**src/rtl/alu_shift_pkg.sv**
```systemverilog
// ============================================================================
// Module  : alu_shift_pkg
// Purpose : Shared command codes, sequencer states and constants for the
//           ALU shift sequencer.
// Rev     : 1.0  initial release
// ============================================================================
`default_nettype none

package alu_shift_pkg;

    typedef enum logic [3:0] {
        RLC = 4'd0,
        RRC = 4'd1,
        RL  = 4'd2,
        RR  = 4'd3,
        SLA = 4'd4,
        SRA = 4'd5,
        SLL = 4'd6,
        SRL = 4'd7,
        RLD = 4'd8,
        RRD = 4'd9
    } shift_op_t;

    typedef enum logic [1:0] {
        IDLE  = 2'd0,
        SHIFT = 2'd1,
        DONE  = 2'd2
    } seq_state_t;

    localparam int NIBBLE_PASSES = 4;

endpackage

`default_nettype wire

```
**src/rtl/alu_flag_gen.sv**
```systemverilog
// ============================================================================
// Module  : alu_flag_gen
// Purpose : Sign, zero and even-parity flags of an 8-bit value.
// Rev     : 1.0  initial release
// ============================================================================
`default_nettype none

module alu_flag_gen (
    input  logic [7:0] value,
    output logic       sf,
    output logic       zf,
    output logic       pf
);

    assign sf = value[7];
    assign zf = (value == 8'h00);
    assign pf = ~^value;

endmodule

`default_nettype wire

```
**src/rtl/alu_shift_sequencer.sv**
```systemverilog
// ============================================================================
// Module  : alu_shift_sequencer
// Purpose : Drives the external shifter core over one or four passes to
//           execute Z80 shift/rotate and RLD/RRD commands.
// Rev     : 1.0  initial release
// ============================================================================
`default_nettype none

module alu_shift_sequencer
    import alu_shift_pkg::*;
(
    input  logic       clk,
    input  logic       nreset,
    input  logic       start,
    input  logic [3:0] op,
    input  logic [7:0] operand,
    input  logic [7:0] acc_in,
    input  logic       cy_in,
    output logic       busy,
    output logic       done,
    output logic [7:0] result,
    output logic [7:0] acc_out,
    output logic       cf,
    output logic       sf,
    output logic       zf,
    output logic       pf,
    output logic [7:0] sh_db,
    output logic       sh_enable,
    output logic       sh_right,
    output logic       sh_in,
    output logic       sh_oe,
    input  logic [7:0] sh_out,
    input  logic       sh_cy
);

    localparam logic [1:0] ST_IDLE  = IDLE;
    localparam logic [1:0] ST_SHIFT = SHIFT;
    localparam logic [1:0] ST_DONE  = DONE;
    localparam logic [1:0] C_NIB_CNT = 2'(NIBBLE_PASSES - 1);

    logic [1:0] r_state;
    logic [3:0] r_op;
    logic [7:0] r_acc;
    logic       r_cy;
    logic [7:0] r_work;
    logic [3:0] r_acc_lo;
    logic [1:0] r_cnt;

    logic       w_in_shift;
    logic       w_nibble;
    logic       w_bypass;
    logic       w_right;
    logic       w_shin;
    logic [3:0] w_acc_lo_next;
    logic [7:0] w_acc_final;
    logic [7:0] w_flag_src;
    logic       w_cf;
    logic       w_sf;
    logic       w_zf;
    logic       w_pf;

    assign w_in_shift = (r_state == ST_SHIFT);
    assign w_nibble   = (r_op == RLD) || (r_op == RRD);
    assign w_bypass   = (r_op >= 4'd10);

    // Single-pass ops see the untouched operand in r_work, so its end bits
    // double as the rotate/sign fill source.
    always_comb begin
        w_right = 1'b0;
        w_shin  = 1'b0;
        case (r_op)
            RLC: w_shin = r_work[7];
            RRC: begin w_right = 1'b1; w_shin = r_work[0]; end
            RL:  w_shin = r_cy;
            RR:  begin w_right = 1'b1; w_shin = r_cy; end
            SLA: w_shin = 1'b0;
            SRA: begin w_right = 1'b1; w_shin = r_work[7]; end
            SLL: w_shin = 1'b1;
            SRL: w_right = 1'b1;
            RLD: w_shin = r_acc_lo[3];
            RRD: begin w_right = 1'b1; w_shin = r_acc_lo[0]; end
            default: begin w_right = 1'b0; w_shin = 1'b0; end
        endcase
    end

    assign sh_oe     = w_in_shift;
    assign sh_enable = w_in_shift & ~w_bypass;
    assign sh_right  = w_in_shift & w_right;
    assign sh_in     = w_in_shift & w_shin;
    assign sh_db     = w_in_shift ? r_work : 8'h00;

    // The accumulator nibble circulates through the core's carry path.
    assign w_acc_lo_next = (r_op == RRD) ? {sh_cy, r_acc_lo[3:1]}
                                         : {r_acc_lo[2:0], sh_cy};
    assign w_acc_final   = w_nibble ? {r_acc[7:4], w_acc_lo_next} : r_acc;
    assign w_flag_src    = w_nibble ? w_acc_final : sh_out;
    assign w_cf          = (w_nibble || w_bypass) ? r_cy : sh_cy;

    alu_flag_gen u_flag_gen (
        .value (w_flag_src),
        .sf    (w_sf),
        .zf    (w_zf),
        .pf    (w_pf)
    );

    assign busy = (r_state != ST_IDLE);
    assign done = (r_state == ST_DONE);

    always_ff @(posedge clk or negedge nreset) begin
        if (!nreset) begin
            r_state  <= ST_IDLE;
            r_op     <= 4'h0;
            r_acc    <= 8'h00;
            r_cy     <= 1'b0;
            r_work   <= 8'h00;
            r_acc_lo <= 4'h0;
            r_cnt    <= 2'd0;
            result   <= 8'h00;
            acc_out  <= 8'h00;
            cf       <= 1'b0;
            sf       <= 1'b0;
            zf       <= 1'b0;
            pf       <= 1'b0;
        end else begin
            case (r_state)
                ST_IDLE: begin
                    if (start) begin
                        r_op     <= op;
                        r_acc    <= acc_in;
                        r_cy     <= cy_in;
                        r_work   <= operand;
                        r_acc_lo <= acc_in[3:0];
                        r_cnt    <= ((op == RLD) || (op == RRD)) ? C_NIB_CNT : 2'd0;
                        r_state  <= ST_SHIFT;
                    end
                end
                ST_SHIFT: begin
                    r_work   <= sh_out;
                    r_acc_lo <= w_acc_lo_next;
                    if (r_cnt == 2'd0) begin
                        r_state <= ST_DONE;
                        result  <= sh_out;
                        acc_out <= w_acc_final;
                        cf      <= w_cf;
                        sf      <= w_sf;
                        zf      <= w_zf;
                        pf      <= w_pf;
                    end else begin
                        r_cnt <= r_cnt - 2'd1;
                    end
                end
                ST_DONE: r_state <= ST_IDLE;
                default: r_state <= ST_IDLE;
            endcase
        end
    end

endmodule

`default_nettype wire

```
**config.mk**
```make
export PLATFORM = sky130hd
export DESIGN_NAME = alu_shift_sequencer
export DESIGN_NICKNAME = d
export VERILOG_FILES = /design/src/rtl/alu_shift_pkg.sv /design/src/rtl/alu_flag_gen.sv /design/src/rtl/alu_shift_sequencer.sv
export SDC_FILE = /design/constraint.sdc
export NUM_CORES = 1
export LEC_CHECK = 0
export CORE_MARGIN = 3
export CORE_UTILIZATION = 44
export CTS_BUF_LIST = sky130_fd_sc_hd__clkbuf_16
export DETAILED_ROUTE_END_ITERATION = 10
export PLACE_DENSITY = 0.86
export SYNTH_ARGS = -nofsm -noshare
export SYNTH_HDL_FRONTEND = slang
export SYNTH_SLANG_ARGS = --single-unit
```
**constraint.sdc**
```tcl
create_clock -name clk -period 1.85 [get_ports clk]
set_clock_uncertainty 0.05 [all_clocks]
set_input_delay 0.37 -clock clk [delete_from_list [all_inputs] [get_ports clk]]
set_output_delay 0.37 -clock clk [all_outputs]
set_load 0.01 [all_outputs]
```
# Word level (Yosys, flattened, before mapping)
# Cells that the tools add are included.
[word_totals]
register_bits = 49
latchBits = 0
mem_bits_rw = 0
mem_bits_ro = 0
output_inout_bits = 34
memories = 0
[op_classes]
n_addsub = 1
multipliers = 0
n_div = 0
order_cmp = 1
n_eq_ne = 15
shift = 0
n_mux = 18
n_bitwise = 4
reduce_logical = 18
[ops]
columns = ["cell", "count"]
rows = [
  ["$mux 8", 3],
  ["$eq 4x4->1 const B", 4],
  ["$pmux 8 s2", 1],
  ["$eq 4x3->1 const B", 3],
  ["$mux 4", 3],
  ["$mux 2", 5],
  ["$eq 4x2->1 const B", 2],
  ["$logic_not 8->1", 1],
  ["$pmux 2 s2", 2],
  ["$pmux 4 s2", 1],
  ["$reduce_and 2->1", 4],
  ["$reduce_xnor 8->1", 1],
  ["$pmux 1 s6", 1],
  ["$reduce_or 5->1", 1],
  ["$eq 4x1->1 const B", 1],
  ["$ge 4x4->1 const B", 1],
  ["$logic_not 2->1", 2],
  ["$logic_not 4->1", 1],
  ["$ne 2x2->1 const B", 2],
  ["$reduce_bool 2->1", 2],
  ["$reduce_or 2->1", 2],
  ["$and 1x1->1", 3],
  ["$logic_or 1x1->1", 3],
  ["$reduce_and 3->1", 1],
  ["6 further kinds", 7],
]

# Logic depth before layout (Yosys ltp)
# Gate-level depths: netlist of the first run.
[logic_depth]
depth_word = 5
depth_mapped = 9
ltp_nobuf = 7

# Hierarchy
# A second synthesis of the first run with hierarchy kept.
[unflattened]
cells_unflattened = 221
area_unflattened_um2 = 2523.7
[modules_own_cells]
columns = ["module", "n_inst", "cells_each", "area_per_inst_um2"]
rows = [
  ["alu_shift_sequencer", 1, 204, 2401.1],
  ["alu_flag_gen", 1, 17, 122.6],
]

# Worst setup path before layout of the first run
# Ideal clock, no wire load.
[synth_path]
path_type = "register to register"
start = "register r_op[2]"
end = "register pf"
setup_time_ps = 126
arrival_ps = 1766
required_ps = 1674
slack_ps = -93
path_stages_with_launch = 8
path_buffers = 1
path_cell_list = "dfrtp_1 nor3b_4 buf_4 mux2i_1 ha_1 xor2_1 xnor2_1 o21ai_0"
[synth_between]
elab_chain_len = 5
[synth_rtl]
columns = ["item", "line", "source"]
rows = [
  ["start: declaration", "alu_shift_sequencer.sv:42", "logic [3:0] r_op;"],
  ["start signal: assignment", "alu_shift_sequencer.sv:128", "r_op <= op;"],
  ["$eq 4x4->1, on equally long branches", "alu_shift_sequencer.sv:63, alu_shift_sequencer.sv:93", ""],
  ["$mux 4 / $logic_or 1x1->1 (equally long branches)", "alu_shift_sequencer.sv:93, alu_shift_sequencer.sv:63", ""],
  ["$mux 4", "alu_shift_sequencer.sv:95", "assign w_acc_final = w_nibble ? {r_acc[7:4], w_acc_lo_next} : r_acc;"],
  ["$mux 8 *", "alu_shift_sequencer.sv:96", "assign w_flag_src = w_nibble ? w_acc_final : sh_out;"],
  ["$reduce_xnor 8->1 *", "alu_flag_gen.sv:17", "assign pf = ~^value;"],
  ["end signal: assignment", "alu_shift_sequencer.sv:147", "pf <= w_pf;"],
  ["end: declaration", "alu_shift_sequencer.sv:26", "output logic pf,"],
]
# Mark *: on every way between the ends. The rest lies on a longest branch, timed or not.
# A chain may end at the register's enable or synchronous reset.

# Worst setup path after layout of the first run
[layout_path]
start = "register r_op[1]"
end = "register pf"
# Same word-level chain as after synthesis.

==> results.py, run 1 <==
metrics = {
    "flow_run": {
        "max-cap-violations": 0,
    },
    "sta": {
        "whs_ps": 423.4,
        "setup_viol": 4,
        "max_freq_mhz": 497.5,
        "setup_ws_ps": -160.2,
        "fin_tns_setup_ps": -329.4,
        "rsz0062_at_grt": "true",
        "fin_crit_ps": 2010,
        "worst_slew_pin_slew_ps": 543.5,
        "slew_headroom_pct": 63.64,
        "final-hold-violation-count": 0,
        "slew_violations": 0,
        "finalCritPeriodShare_pct": 108.7,
    },
    "global_route": {
        "grt_pass1_vias": 2212,
        "grt_max_degree": 30,
        "track_usage_pct": 21.23,
        "antenna_found_initial": 0,
        "grt_pass1_wl_mm": 10.60,
        "globalRouteOverflowTotal": 0,
    },
    "drt": {
        "drt-total-wl_mm": 6.663,
        "first_iter_violations": 105,
        "drcViolationCount": 0,
        "viasPerCell": 5.155,
        "num_vias": 2201,
        "ant_nets": 0,
        "wl_per_cell_um": 15.60,
        "firstDrtPassIters": 4,
    },
    "cts": {
        "cts_sinks": 49,
        "cts_buffer_depth": 2,
        "clk_latency_ps": 290,
        "clk_pin_slew_ps": 60,
        "cts_max_level": 2,
        "cts_tree": "built",
        "cts_made_buffers": 5,
        "cts_root_buffer": "clkbuf_16",
    },
    "placement": {
        "hpwlAfterDp_mm": 4.897,
        "dp.cells": 413,
        "place.gp.congestion": 0.8399,
        "port_buffers": 66,
    },
    "cells_and_area": {
        "stdcell_count": 427,
        "register_area_um2": 1227,
        "antenna_cells": 0,
        "layout.nets": 392,
        "fillers": 432,
        "layout-drive-gt1-share_pct": 25.35,
        "syn_to_final_growth_pct": 45.75,
        "multi_input_area_um2": 1220,
    },
    "power": {
        "internal_power_mw": 4.292,
        "p_clk_share_pct": 14.9,
        "comb_power_share_pct": 55.9,
        "switching_share_pct": 36.86,
        "power.switching_mw": 2.506,
        "ir_worst_vdd_mv": 1.106,
        "pwr_density_cell_nw_per_um2": 1832,
        "p_seq_share_pct": 29.2,
        "power.leakage_nw": 1.820,
    },
    "floorplan": {
        "ioPinCount": 67,
        "rows": 27,
        "die_width_um": 82.07,
        "core_um2": 5540,
        "fp.dieH_um": 82.07,
        "die-area_um2": 6735,
        "initial_utilization_pct": 45.96,
    },
    "synth": {
        "synth-async-reset-ratio_pct": 100.0,
        "synth-edff-count": 0,
        "synth_area_um2": 2546,
        "ys_warn_count": 0,
        "synth_cells": 249,
        "yosysSeqAreaShare_pct": 48.16,
        "ys_ff_latch": 49,
        "synthFlopType": "dfrtp_1",
        "synth_nets": 287,
        "ys_types": 37,
        "syn_area_per_cell_um2": 10.23,
    },
    "min_path": {
        "hold_class": "flip-flop to flip-flop",
    },
    "setup_path": {
        "cp.arrival_ps": 2140,
        "cp-start-kind": "flip-flop",
        "path_max_fanout": 14,
        "cp.required_ps": 1980,
        "path_class": "flip-flop to flip-flop",
        "worstSetupEndpointType": "flip-flop",
    },
    "run_status": {
        "status": "finished, violations left",
        "violations": "negative setup slack",
    },
}
-- Yosys cell counts, drive strengths merged (2+ instances only) --
cell	n	share of area [%]
or3b	2	0.69
dfrtp	49	48
o21ai	24	4.9
inv	5	0.84
ha	5	2.5
a21oi	6	1.2
a22oi	8	2.4
mux2	13	7.5
xnor2	2	0.69
nor2	4	0.59
and2	9	2.2
a2bb2oi	4	1.4
buf	13	4.2
nor2b	7	1.7
a221oi	2	0.93
nor3b	2	1.2
mux2i	14	5.5
nand2	71	11
-- area by class of cell --
cell class,instances,share of cell area (%)
Clock buffer,5,3.372
Clock inverter,3,1.011
Inverter,5,0.7080
Multi-Input combinational cell,181,32.87
Sequential cell,49,33.07
Tap cell,72,2.428
Timing Repair Buffer,111,26.37
Timing Repair inverter,1,0.1686
-- sequential cells by signal, summed over array words and instances (netlist names) --
name,flops
acc_out,8
r_work,8
r_cy,1
zf,1
cf,1
r_cnt,2
r_state,2
r_acc,8
pf,1
r_op,4
result,8
sf,1
r_acc_lo,4
-- power groups by stage --
stage | combinational [mW] | sequential (mW) | clock (mW)
floorplan | 2.09 | 2.00 | 0
global placement | 3.56 | 1.94 | 0
detailed placement | 3.68 | 1.98 | 0
CTS | 3.77 | 1.98 | 1.03
global route | 4.14 | 2.04 | 1.08
finish | 3.80 | 1.99 | 1.01
-- cells by family (layout without fill, tap and decap cells) --
group	after synthesis	in the layout	share of synthesized area [%]
xor+xnor	3	3	1.032
flops	49	49	48.16
compound gates	47	47	11.74
fa+ha+maj	5	5	2.457
mux	27	27	13.02
simple gates	99	99	18.38
buf+inv	19	125	5.208
-- final timing paths --
check                      startpoint         to  depth (start not counted)  slack, ps
max                           r_op[1]         pf                          8       -160
min                         r_work[4]  r_work[4]                          2        420
max reg2reg                   r_op[1]         pf                          8       -160
min reg2reg                 r_work[4]  r_work[4]                          2        420
max in group asynchronous      nreset    r_op[1]                          3        740
min in group asynchronous      nreset   r_acc[0]                          2        440
-- cells in the final DEF (no fill, tap or decap), types with 2 or more instances in the layout --
| cell type | n |
|---|---|
| mux2_4 | 13 |
| o21ai_1 | 7 |
| nor2b_1 | 6 |
| buf_6 | 2 |
| a21oi_1 | 6 |
| mux2i_1 | 13 |
| clkbuf_16 | 5 |
| ha_1 | 5 |
| clkdlybuf4s15_1 | 2 |
| and2_1 | 9 |
| dfrtp_1 | 48 |
| o21ai_0 | 16 |
| nand2_1 | 69 |
| buf_12 | 2 |
| inv_1 | 5 |
| a2bb2oi_1 | 4 |
| buf_2 | 2 |
| a22oi_1 | 8 |
| clkdlybuf4s50_1 | 51 |
| nand2_2 | 2 |
| clkbuf_2 | 9 |
| nor2_1 | 4 |
| buf_4 | 40 |
-- critical path, stage by stage (launching register included) --
cell     delay, ps
dfrtp_2        440
buf_6          150
nor3b_4        220
buf_12         170
mux2i_4        240
ha_1           260
xor2_1         170
xnor2_1        140
o21ai_1         70
-- what timing repair did --
action | in CTS | in global routing
gates cloned | 1 | 0
pin swaps | 1 | 1
setup endpoints to repair | 15 | 15
resized for setup | 36 | 15
endpoints found under the hold margin | 10 | 0
hold buffers | 1 | 0
buffers inserted | 3 | 1
-- through the flow --
stage | setup WS [ps] | util (%) | area [um2] | power [mW]
5_1_grt | -266.3 | 66.98 | 3711 | 7.253
4_1_cts | -155.6 | 67.41 | 3735 | 6.775
3_3_place_gp | -260.4 | 63.30 | 3507 | 5.502
3_5_place_dp | -347.1 | 63.30 | 3507 | 5.654
6_report | -160.2 | 66.98 | 3711 | 6.798
2_1_floorplan | -65.51 | - | 2551 | 4.095
-- metal layers --
metal / part of all wire, % / wire length, um / track usage [%]
met2: 52 / 3444 / 35.38
met1: 41 / 2765 / 25.96
met3: 5.4 / 357 / 6.250
met5: 0 / 0 / 0
met4: 1.4 / 95 / 7.807
Power figures use the tool's default switching activity.
==> run 2: changes to the inputs <==
--- a/config.mk
+++ b/config.mk
@@ -5,11 +5,12 @@
 export SDC_FILE = /design/constraint.sdc
 export NUM_CORES = 1
 export LEC_CHECK = 0
+export ABC_AREA = 1
 export CORE_MARGIN = 3
-export CORE_UTILIZATION = 44
+export CORE_UTILIZATION = 43
 export CTS_BUF_LIST = sky130_fd_sc_hd__clkbuf_16
 export DETAILED_ROUTE_END_ITERATION = 10
-export PLACE_DENSITY = 0.86
+export PLACE_DENSITY = 0.76
 export SYNTH_ARGS = -nofsm -noshare
 export SYNTH_HDL_FRONTEND = slang
 export SYNTH_SLANG_ARGS = --single-unit
==> run 2 against run 1 <==
Fmax grew 1.4%. The flow still finishes with violations (negative setup slack). Worst setup slack gained 27 ps. Non-clock buffer count shrank 2. Largest cell class unchanged. First-iteration DRC count grew 38%. Sequential share of layout area shrank 0.45 points. Largest power group unchanged. Utilization grew 4.6 points.
==> results.py, run 2 <==
metrics = {
    "global_route": {
        "use_met2_pct": 37.03,
        "grtUsageMet3_pct": 4.213,
        "antenna_found_initial": 0,
        "globalRouteOverflowTotal": 0,
        "busiest_layer": "met2",
        "grt_pass1_wl_mm": 10.80,
        "grt_pass1_vias": 2320,
        "track_usage_pct": 21.62,
        "grt_max_degree": 50,
        "use_met1_pct": 27.30,
    },
    "synth": {
        "synth_top_cells_by_count": "95 x nand2_1, 49 x dfrtp_1, 38 x inv_1, 19 x nor2_1, 18 x o21ai_0",
        "ys_warn_count": 0,
        "syn_area_per_cell_um2": 8.194,
        "synthTopCellsByArea": "dfrtp_1 51%, nand2_1 15%, inv_1 5.9%",
        "ys_types": 25,
        "ys_ff_latch": 49,
        "synth_cells": 295,
        "synth_most_common_cell": "nand2_1",
        "synth.largest_area_cell": "dfrtp_1",
        "synth-async-reset-ratio_pct": 100.0,
        "yosysSeqAreaShare_pct": 50.72,
        "synth_area_um2": 2417,
        "synth_top_area_share_pct": 50.72,
        "synthFlopType": "dfrtp_1",
        "synth_nets": 333,
        "synth-edff-count": 0,
    },
    "cells_and_area": {
        "stdcell_count": 471,
        "syn_to_final_growth_pct": 56.11,
        "mostFrequentLayoutCell": "nand2_1",
        "layout-drive-gt1-share_pct": 24.19,
        "fillers": 412,
        "antenna_cells": 0,
        "layout_common_cells": "85 x nand2_1, 51 x clkdlybuf4s50_1, 45 x dfrtp_1",
        "layout.nets": 438,
    },
    "power": {
        "power.switching_mw": 2.723,
        "power.leakage_nw": 1.898,
        "p_seq_share_pct": 28.3,
        "pwr_density_cell_nw_per_um2": 1831,
        "comb_power_share_pct": 54.6,
        "switching_share_pct": 39.41,
        "internal_power_mw": 4.187,
        "ir_worst_vdd_mv": 1.263,
        "p_clk_share_pct": 17.1,
    },
    "drt": {
        "wl_per_cell_um": 14.89,
        "drt-total-wl_mm": 7.013,
        "ant_nets": 0,
        "firstDrtPassIters": 7,
        "drcViolationCount": 0,
        "num_vias": 2353,
        "first_iter_violations": 145,
        "viasPerCell": 4.996,
    },
    "sta": {
        "slew_violations": 0,
        "rsz0062_at_grt": "true",
        "setup_ws_ps": -132.9,
        "final-hold-violation-count": 0,
        "finalCritPeriodShare_pct": 107.2,
        "fin_tns_setup_ps": -146.7,
        "slew_headroom_pct": 77.12,
        "max_freq_mhz": 504.3,
        "fin_crit_ps": 1983,
        "setup_viol": 2,
        "worst_slew_pin_slew_ps": 342.8,
    },
    "setup_path": {
        "cp-start-kind": "flip-flop",
        "cp.arrival_ps": 2110,
        "path_max_fanout": 5,
        "path_class": "flip-flop to flip-flop",
        "worstSetupEndpointType": "flip-flop",
        "cp.required_ps": 1980,
    },
    "cts": {
        "clk_pin_slew_ps": 70,
        "cts_sinks": 49,
        "clk_latency_ps": 290,
        "cts_buffer_depth": 2,
        "cts_tree": "built",
        "cts_made_buffers": 5,
        "cts_max_level": 2,
        "cts_root_buffer": "clkbuf_16",
    },
    "floorplan": {
        "initial_utilization_pct": 45.87,
        "rows": 26,
        "die-area_um2": 6557,
        "fp.dieH_um": 80.98,
        "ioPinCount": 67,
        "core_um2": 5270,
        "die_width_um": 80.98,
    },
    "placement": {
        "hpwlAfterDp_mm": 4.740,
        "dp.cells": 450,
        "place.gp.congestion": 0.9477,
        "dp_slack_ps": -229.4,
        "port_buffers": 66,
    },
    "run_status": {
        "status": "finished, violations left",
        "violations": "negative setup slack",
    },
    "flow_run": {
        "max-cap-violations": 0,
    },
    "min_path": {
        "hold_class": "input port to async pin",
    },
}
==> run 2: cell types whose count changed in the layout (fill, tap and decap cells not counted), sizes merged, moves of 9 or more <==
cell | previous run | this run
mux2 | 13 | 0
nor2 | 4 | 23
mux2i | 14 | 0
and2 | 9 | 0
inv | 7 | 41
nand2 | 71 | 97
nand3 | 0 | 11
==> run 2: routing by layer <==
layer  vias to the layer above  wire (um)
met5                         -          0
met4                         0        135
met3                        12        286
met2                        68       3709
met1                      1129       2882
li1                       1144          -
==> run 2: worst paths after layout <==
kind	slack, ps	from	to	depth (start not counted)
hold reg to reg	430	acc_out[6]	acc_out[6]	2
setup reg to reg	-130	r_op[2]	pf	13
min in group clk	430	acc_out[6]	acc_out[6]	2
hold / removal	7	nreset	r_work[6]	2
max in group asynchronous	1500	nreset	r_state[0]	2
setup / recovery	-130	r_op[2]	pf	13
==> run 2: repair_timing <==
item	4_1_cts	5_1_grt
endpoints found under the setup margin	14	7
gates resized for setup	50	24
pin swaps	7	6
hold buffers	0	0
buffers inserted	8	5
==> run 2: cell families after synthesis <==
| group | count (synthesis) | synth area share, % |
|---|---|---|
| buf+inv | 51 | 9.472 |
| xor+xnor | 2 | 0.7248 |
| simple gates | 138 | 23.91 |
| compound gates | 50 | 12.58 |
| flops | 49 | 50.72 |
| fa+ha+maj | 5 | 2.588 |
==> run 2: final cells by class <==
class                           instances  area [um2]  share of cell area, %
Clock buffer                            5       125.1                  3.316
Sequential cell                        49        1231                  32.63
Inverter                               40       152.6                  4.045
Timing Repair Buffer                  109       994.7                  26.36
Clock inverter                          3       68.82                  1.824
Tap cell                               70       87.58                  2.321
Multi-Input combinational cell        195        1114                  29.51
==> run 2: critical path: stages (launching register included) <==
cell	delay [ps]
dfrtp_2	460
inv_2	100
nand2_2	70
nor2_4	120
buf_6	150
nand2_4	50
nand3_2	80
o21ai_1	70
inv_1	120
ha_4	220
xor2_2	190
nand2_1	70
nand2_1	60
o21ai_1	50
==> run 2: stage by stage <==
stage	instance area, um2	util, %	hold WS (ps)	power, mW
after floorplan	2417	-	24.41	3.725
after global placement	3332	63.22	326.3	5.023
after detailed placement	3332	63.22	328.0	5.155
after CTS	3652	69.30	25.75	6.568
after global routing	3774	71.60	26.23	7.387
final	3774	71.60	7.321	6.910
==> run 2: power by group through the flow <==
| stage | clock network [mW] | registers (mW) | logic (mW) |
|---|---|---|---|
| 4_1_cts | 1.19 | 1.93 | 3.45 |
| 6_report | 1.18 | 1.96 | 3.77 |
| 2_1_floorplan | 0 | 1.94 | 1.78 |
| 3_5_place_dp | 0 | 1.91 | 3.25 |
| 5_1_grt | 1.25 | 2.01 | 4.13 |
| 3_3_place_gp | 0 | 1.89 | 3.13 |
==> run 3: changes to the inputs <==
--- a/config.mk
+++ b/config.mk
@@ -6,11 +6,13 @@
 export NUM_CORES = 1
 export LEC_CHECK = 0
 export ABC_AREA = 1
+export CAP_MARGIN = 20
 export CORE_MARGIN = 3
-export CORE_UTILIZATION = 43
+export CORE_UTILIZATION = 44
 export CTS_BUF_LIST = sky130_fd_sc_hd__clkbuf_16
 export DETAILED_ROUTE_END_ITERATION = 10
-export PLACE_DENSITY = 0.76
+export PLACE_DENSITY = 0.77
 export SYNTH_ARGS = -nofsm -noshare
 export SYNTH_HDL_FRONTEND = slang
+export SYNTH_HIERARCHICAL = 1
 export SYNTH_SLANG_ARGS = --single-unit
==> constraint.sdc (replaced) <==
create_clock -name clk -period 1.85 [get_ports clk]
set_clock_uncertainty 0.05 [all_clocks]
set_input_delay 0.37 -clock clk [delete_from_list [all_inputs] [get_ports clk]]
set_output_delay 0.37 -clock clk [all_outputs]
set_load 0.05 [all_outputs]
==> run 3 against run 2 <==
The run still ends with negative setup slack left. Clock power is 15% lower. Via count is 9.5% higher. Final cell count is 5.1% higher. Area after synthesis is 3.4% higher. Largest cell class unchanged. Design area is 5.1% higher. Routed wire length is 10% higher. Sequential cell count stayed put. Worst setup slack worse by 120 ps. Critical path depth is 2 higher.
==> results.py, run 3 <==
metrics = {
    "synth": {
        "ys_types": 26,
        "synth-xor-area-share_pct": 0,
        "synth_fa_ha_area_share_pct": 2.503,
        "synth_most_common_cell": "nand2_1",
        "synth_nets": 360,
        "syn_area_per_cell_um2": 7.764,
        "synth-async-reset-ratio_pct": 100.0,
        "synthTopCellsByArea": "dfrtp_1 49%, nand2_1 16%, inv_1 6.8%",
        "ys_ff_latch": 49,
        "synth.largest_area_cell": "dfrtp_1",
        "synth_top_family_by_area": "simple AND/OR/NAND/NOR gates",
        "ys_warn_count": 6,
        "yosysSeqAreaShare_pct": 49.05,
        "synthMuxAreaShare_pct": 0,
        "synth-edff-count": 0,
        "synth_cells": 322,
        "synth_top_cells_by_count": "108 x nand2_1, 49 x dfrtp_1, 45 x inv_1, 29 x o21ai_0, 17 x nor2_1",
        "synth_top_area_share_pct": 49.05,
        "synth-simple-area-share_pct": 24.67,
        "synth_area_um2": 2500,
        "synthFlopType": "dfrtp_1",
        "synth_compound_area_share_pct": 13.31,
    },
    "cells_and_area": {
        "register_area_um2": 1229,
        "mostFrequentLayoutCell": "nand2_1",
        "multi_input_area_um2": 1207,
        "syn_to_final_growth_pct": 58.66,
        "fin_area_um2": 3966,
        "fillers": 358,
        "layout-drive-gt1-share_pct": 32.71,
        "antenna_cells": 0,
        "layout_common_cells": "95 x nand2_1, 53 x buf_4, 47 x dfrtp_1",
        "layout.nets": 462,
    },
    "floorplan": {
        "ioPinCount": 67,
        "fp.dieH_um": 81.38,
        "initial_utilization_pct": 47.14,
        "core_um2": 5303,
        "rows": 26,
        "die_width_um": 81.38,
        "die-area_um2": 6622,
    },
    "global_route": {
        "grt_max_degree": 28,
        "grt_pass1_wl_mm": 11.05,
        "globalRouteOverflowTotal": 0,
        "antenna_found_initial": 0,
        "track_usage_pct": 21.83,
        "grt_pass1_vias": 2428,
    },
    "drt": {
        "wl_per_cell_um": 15.59,
        "drcViolationCount": 0,
        "drt-total-wl_mm": 7.719,
        "firstDrtPassIters": 7,
        "num_vias": 2577,
        "first_iter_violations": 217,
        "viasPerCell": 5.206,
        "ant_nets": 0,
    },
    "cts": {
        "cts_made_buffers": 5,
        "hold_buffers": 0,
        "cts_tree": "built",
        "clk_pin_slew_ps": 60,
        "cts_sinks": 49,
        "clk_latency_ps": 290,
        "cts_buffer_depth": 2,
        "cts_root_buffer": "clkbuf_16",
        "cts_max_level": 2,
    },
    "sta": {
        "slew_violations": 0,
        "whs_ps": 50.29,
        "setup_ws_ps": -249.2,
        "final-hold-violation-count": 0,
        "setup_viol": 4,
        "finalCritPeriodShare_pct": 113.5,
        "fin_crit_ps": 2099,
        "rsz0062_at_grt": "true",
        "worst_slew_pin_slew_ps": 644.5,
        "slew_headroom_pct": 57.03,
        "max_freq_mhz": 476.4,
    },
    "power": {
        "power.total_mw": 8.428,
        "ir_worst_vdd_mv": 1.379,
        "power.leakage_nw": 2.002,
        "pwr_density_cell_nw_per_um2": 2125,
    },
    "min_path": {
        "hold_class": "input port to async pin",
    },
    "run_status": {
        "violations": "negative setup slack",
        "status": "finished, violations left",
    },
    "setup_path": {
        "cp-start-kind": "flip-flop",
        "path_max_fanout": 4,
        "cp.required_ps": 1980,
        "path_class": "flip-flop to flip-flop",
        "cp.arrival_ps": 2230,
        "worstSetupEndpointType": "flip-flop",
    },
    "placement": {
        "place.gp.congestion": 0.8781,
        "port_buffers": 66,
        "hpwlAfterDp_mm": 4.982,
        "placement.cell_area_um2": 3512,
        "dp_slack_ps": -231.9,
    },
    "flow_run": {
        "max-cap-violations": 0,
    },
}
run 3: changes by cell type after synthesis, moves of 7 or more:
cell      change
nand2_1      +13
o21ai_0      +11
o21ai_1       -9
o221ai_1      -8
inv_1         +7
run 3: path summary, 6_finish.rpt:
check,cells after the start,start,to,slack (ps)
worst max-delay path,15,r_op[2],pf,-250
worst min-delay path,1,nreset,r_cnt[1],50
worst max register to register,15,r_op[2],pf,-250
worst min register to register,2,result[4],result[4],430
max in group asynchronous,2,nreset,r_acc[5],1130
min in group clk,2,result[4],result[4],430
run 3: worst max-delay path: stages (launching register included):
cell,delay [ps]
dfrtp_1,420
buf_6,150
nor2_4,120
nand2_4,90
nand2_2,110
nand3_2,100
o21ai_1,120
inv_1,110
ha_4,280
inv_1,50
nand2_1,60
nand2_1,60
nand2_1,90
nand2_1,80
nand2_1,70
nand2_1,50
run 3: final cells by class:
cell class              instances  area share [%]
clock buffers                   5           3.155
well taps                      70           2.208
clock inverters                 3          0.9464
flip-flops and latches         49           30.98
inverters                      50           4.732
repair buffers                107           27.54
multi-input cells             211           30.44
run 3: cell families (layout without fill, tap and decap cells):
group,after synthesis,count (layout)
simple gates,150,150
buf+inv,62,165
compound gates,56,56
flops,49,49
fa+ha+maj,5,5
run 3: what timing repair did:
item,4_1_cts,5_1_grt
gates cloned,0,0
resized for setup,14,49
pin swaps,3,10
setup endpoints to repair,12,8
setup buffers,4,6
run 3: power breakdown:
group	leakage [nW]	internal, mW	switching [mW]	total [mW]
combinational	1.32	2.10	3.39	5.50
clock	0.0826	0.628	0.375	1.00
sequential	0.600	1.60	0.328	1.93
total	2.00	4.33	4.10	8.43
run 3: layer usage:
layer  share of wire [%]  track usage, %  vias to the layer above
li1                    -               -                     1210
met3                 7.5           5.654                       10
met1                  41           28.21                     1234
met2                  50           36.24                      123
met5                   0               0                        -
met4                 1.4           5.743                        0
run 3: through the flow:
stage               TNS, ps  util (%)  instances
floorplan            -87.85         -        322
global placement     -163.6     66.23        477
detailed placement   -231.9     66.23        477
CTS                  -172.0     70.88        489
global route         -826.2     74.80        495
finish               -595.7     74.80        495
